<file path="src/rtl/pwm_gate_pkg.sv">
// PWM gate controller shared types and defaults.
// Channel FSM state encoding and default parameter values.
package pwm_gate_pkg;

  typedef enum logic [1:0] {
    OFF   = 2'd0,
    ARM   = 2'd1,
    ON    = 2'd2,
    DRAIN = 2'd3
  } ch_state_t;

  localparam int DEF_NUM_CH      = 2;
  localparam int DEF_WDOG_CYCLES = 50000000;

endpackage

</file>
<file path="src/rtl/pwm_gate_ch.sv">
// Single PWM gate channel: 4-state FSM plus registered output.
// Gate changes only take effect at pulse boundaries.
import pwm_gate_pkg::*;

module pwm_gate_ch (
  input  logic clk,
  input  logic rst,
  input  logic en_eff,
  input  logic pwm_i,
  output logic pwm_o,
  output logic active
);

  ch_state_t state;

  assign active = (state == ON) || (state == DRAIN);

  // Gate FSM and output register; output follows source only when passing
  always_ff @(posedge clk or posedge rst) begin
    if (rst) begin
      state <= OFF;
      pwm_o <= 1'b0;
    end else begin
      pwm_o <= active & pwm_i;
      unique case (state)
        OFF: begin
          if (en_eff)
            state <= pwm_i ? ARM : ON;
        end
        ARM: begin
          if (!en_eff)
            state <= OFF;
          else if (!pwm_i)
            state <= ON;
        end
        ON: begin
          if (!en_eff)
            state <= pwm_i ? DRAIN : OFF;
        end
        DRAIN: begin
          if (!pwm_i)
            state <= OFF;
          else if (en_eff)
            state <= ON;
        end
      endcase
    end
  end

endmodule

</file>
<file path="src/rtl/pwm_gate_ctrl.sv">
// Multi-channel PWM gate controller with optional watchdog.
// Define PWM_GATE_WDOG_EN to build the watchdog counter.
import pwm_gate_pkg::*;

module pwm_gate_ctrl #(
  parameter int NUM_CH      = DEF_NUM_CH,
  parameter int WDOG_CYCLES = DEF_WDOG_CYCLES
) (
  input  logic              clk,
  input  logic              rst,
  input  logic [NUM_CH-1:0] move_en,
  input  logic [NUM_CH-1:0] pwm_i,
  input  logic              kick,
  output logic [NUM_CH-1:0] pwm_o,
  output logic [NUM_CH-1:0] ch_active,
  output logic              wdog_trip
);

`ifdef PWM_GATE_WDOG_EN
  localparam int CW = (WDOG_CYCLES > 2) ? $clog2(WDOG_CYCLES) : 1;
  localparam logic [CW-1:0] CNT_LAST = CW'(WDOG_CYCLES - 1);

  logic [CW-1:0] wdog_cnt;

  // Free-running timeout counter; kick wins over expiry, trip is sticky
  always_ff @(posedge clk or posedge rst) begin
    if (rst) begin
      wdog_cnt  <= '0;
      wdog_trip <= 1'b0;
    end else if (kick) begin
      wdog_cnt  <= '0;
      wdog_trip <= 1'b0;
    end else if (wdog_cnt != CNT_LAST) begin
      wdog_cnt <= wdog_cnt + 1'b1;
      if (wdog_cnt + 1'b1 == CNT_LAST)
        wdog_trip <= 1'b1;
    end
  end
`else
  logic unused_kick;
  assign unused_kick = kick;
  assign wdog_trip   = 1'b0;
`endif

  for (genvar g = 0; g < NUM_CH; g++) begin : g_ch
    pwm_gate_ch u_ch (
      .clk    (clk),
      .rst    (rst),
      .en_eff (move_en[g] & ~wdog_trip),
      .pwm_i  (pwm_i[g]),
      .pwm_o  (pwm_o[g]),
      .active (ch_active[g])
    );
  end

endmodule

</file>
<file path="config.mk">
export PLATFORM = sky130hd
export DESIGN_NAME = pwm_gate_ctrl
export DESIGN_NICKNAME = d
export VERILOG_FILES = /design/src/rtl/pwm_gate_pkg.sv /design/src/rtl/pwm_gate_ch.sv /design/src/rtl/pwm_gate_ctrl.sv
export SDC_FILE = /design/constraint.sdc
export NUM_CORES = 1
export LEC_CHECK = 0
export ABC_AREA = 1
export CORE_AREA = 2 2 39 41
export CTS_CLUSTER_DIAMETER = 80
export CTS_CLUSTER_SIZE = 20
export DETAILED_ROUTE_END_ITERATION = 8
export DIE_AREA = 0 0 41 43
export GPL_TIMING_DRIVEN = 0
export PLACE_DENSITY_LB_ADDON = 0.12
export SYNTH_ARGS = -nofsm -noshare
export SYNTH_HDL_FRONTEND = slang
export SYNTH_SLANG_ARGS = --single-unit
</file>
<file path="constraint.sdc">
create_clock -name clk -period 1.05 [get_ports clk]
set_input_delay 0.2625 -clock clk [delete_from_list [all_inputs] [get_ports clk]]
set_output_delay 0.2625 -clock clk [all_outputs]
set_load 0.01 [all_outputs]
</file>
==> metrics.txt <==
Seq cells post-synth=6; Die W=41 µm; status=finished clean; RR Endpoint=g_ch[1].u_ch.state[0]$_DFFE_PP0P_; via density per instance=3.63; fin cells=60; unrepaired setup endpoints after global routing=false; Req. time, crit path=790 ps; cells on worst reg2reg path=4; final net count=53; Tot GR Track Use=7.28%; Netlist cell types=9; CTS root buffer=clkbuf_4; synthesized area=282 µm²; Finished Cell Area=404 µm²; CP bufs+invs=1; setup tns final=0 ps; gr ovfl total=0; vias=218; pre-CTS WS=-317 ps; H-Tree Depth=1; starting density of the core=20.3%; post-synthesis sequential area ratio=53.3%; Final Core Density=29.2%; first-pass GRT wire length=800 µm; fin crit share=96.8%; die area=0.00176 mm²; crit path capture type=primary output; top post-synthesis cells by area=dfrtp_1 53%, buf_4 13%, nand2_1 12%, inv_1 8.0%, nor2_1 4.0%; Int Power=449 µW; number of port buffers=9; post-synth top area cell=dfrtp_1; Reg2Reg Setup Slack=140 ps; Worst EP arrival=750 ps; sequential cell fraction of total power=45.6%; IR drop worst, VDD=0.566 mV; Pwr Density=1430 mW/mm²; placed cell count=60; core area=0.00138 mm²; Synth Net Count=42; path type of the worst min-delay path=primary input to asynchronous set/reset pin; CTS clock-pin slew for the worst setup and hold paths=40 ps; worst stage delay on the critical path=390 ps; worst-path fanout max=2; Final ANT Viol Nets=0; syn_area_per_cell=8.04 µm²; clock buffer count from CTS=3; Critical Path Start Type=flop; ant diodes=0; clock share of power=34.6%; post-layout worst setup margin=33.8 ps; Synth Warn #=0; cells along the critical path=buf_6; WL final=447 µm; Hold Vio Cnt, Final=0; placed cell areas=392 µm²; drt pass-1 iters=4; fmax=984 MHz; Net Sw Power=128 µW; gpl congestion=0.568; CP top delay family=flip-flops; Crit Path Category=flop to primary output; I/O pin count=12; Slew Viols, Final=0; Leakage=0.233 nW; vias in the first global route=229; Clock Latency Late Sink=240 ps; FP Rows=14; DRT iter0 DRCs=2; area fraction of the dominant cell type after synthesis=53.3%; drt wl/cell=7.45 µm; Bufs on Longest Clock Path=2; die height=43 µm; Clock Sinks=6; min cycle time layout=1020 ps; Gate Count Post-Synth=35; max_cap viols=0; slowest CP cell=dfrtp_1; Clock Skews=1.83 ps; DRC viols=0; initial antenna violation count=0; critical path startpoint=g_ch[0].u_ch.state[1]$_DFFE_PP0P_; largest net degree at the start of global routing=7; post-DP HPWL=367 µm; synthesis-to-finish area growth=43.6%; logic gate share of total power=19.9%; fraction of layout cells with a size suffix above 1=25.0%; RR Startpoint=g_ch[1].u_ch.state[1]$_DFFE_PP0P_; CTS tree=yes; endpoints failing setup=0; sw frac=22.2%; final-layout fill cell count=154
-- stage by stage --
| step | hold WS [ps] | power, mW |
|---|---|---|
| finish | 242 | 0.576 |
| global route | 274 | 0.620 |
| CTS | 243 | 0.596 |
| detailed placement | 494 | 0.383 |
| global placement | 486 | 0.379 |
| floorplan | 53.5 | 0.326 |
-- cells by family (layout without fill, tap and decap cells) --
| family | count (synthesis) | count (layout) | synth area share (%) |
|---|---|---|---|
| AOI/OAI and AO/OA | 1 | 1 | 1.78 |
| DFF | 6 | 6 | 53.3 |
| and+or+nand+nor | 14 | 14 | 19.6 |
| other | 1 | 1 | 1.33 |
| buffers and inverters | 13 | 22 | 24.0 |
-- worst max path at each step --
stage	slack, ps	cells past startpoint	to
final	30	1	ch_active[0]
after global routing	10	1	ch_active[0]
after CTS	-70	2	ch_active[1]
after detailed placement	-320	3	ch_active[1]
after global placement	-310	3	ch_active[0]
after floorplan	180	2	ch_active[1]
-- final cells by class --
class                   instances  area, µm²  area share, %
multi-input cells              16       63.8           15.8
clock buffers                   3       22.5           5.57
well taps                      16       20.0           4.95
repair buffers                 12        118           29.1
flip-flops and latches          6        150           37.2
plain buffers                   1       7.51           1.86
inverters                       6       22.5           5.57
-- metal layers --
layer	vias up	GRT usage, %	part of all wire, %
li1	112	-	-
met1	97	6.58	39
met2	9	10.6	52
met3	0	6.28	9.2
met4	0	4.00	0
met5	-	0	0
-- power by group through the flow --
stage / logic, mW / registers, mW / clock network, mW
final: 0.114 / 0.263 / 0.199
after global routing: 0.129 / 0.264 / 0.227
after CTS: 0.119 / 0.263 / 0.214
after detailed placement: 0.114 / 0.269 / 0
after global placement: 0.112 / 0.267 / 0
after floorplan: 0.0613 / 0.265 / 0
-- cells in the final DEF, fill, tap and decap left out --
cell type | netlist | final
nand2_1 | 9 | 9
o21ai_1 | 1 | 1
buf_4 | 5 | 4
nor2_1 | 3 | 3
inv_1 | 6 | 6
buf_6 | 0 | 4
conb_1 | 1 | 1
dfrtp_1 | 6 | 6
clkdlybuf4s50_1 | 0 | 5
nand3_1 | 2 | 2
clkbuf_4 | 0 | 3
-- synth_stat cells (all sizes together) --
master  count
nand3       2
nand2       9
dfrtp       6
clkbuf      2
conb        1
nor2        3
o21ai       1
inv         6
buf         5
-- flip-flops by register name, summed over array words and instances, names as in the netlist --
name             flops
g_ch.u_ch.state      4
g_ch.u_ch.pwm_o      2
-- timing repair --
| action | in CTS | in global routing |
|---|---|---|
| endpoints found under the setup margin | 4 | 1 |
| gates resized for setup | 21 | 0 |
| buffers inserted | 2 | 1 |
| hold buffers | 0 | 0 |
Note: power is estimated with default switching activity, not from simulation.
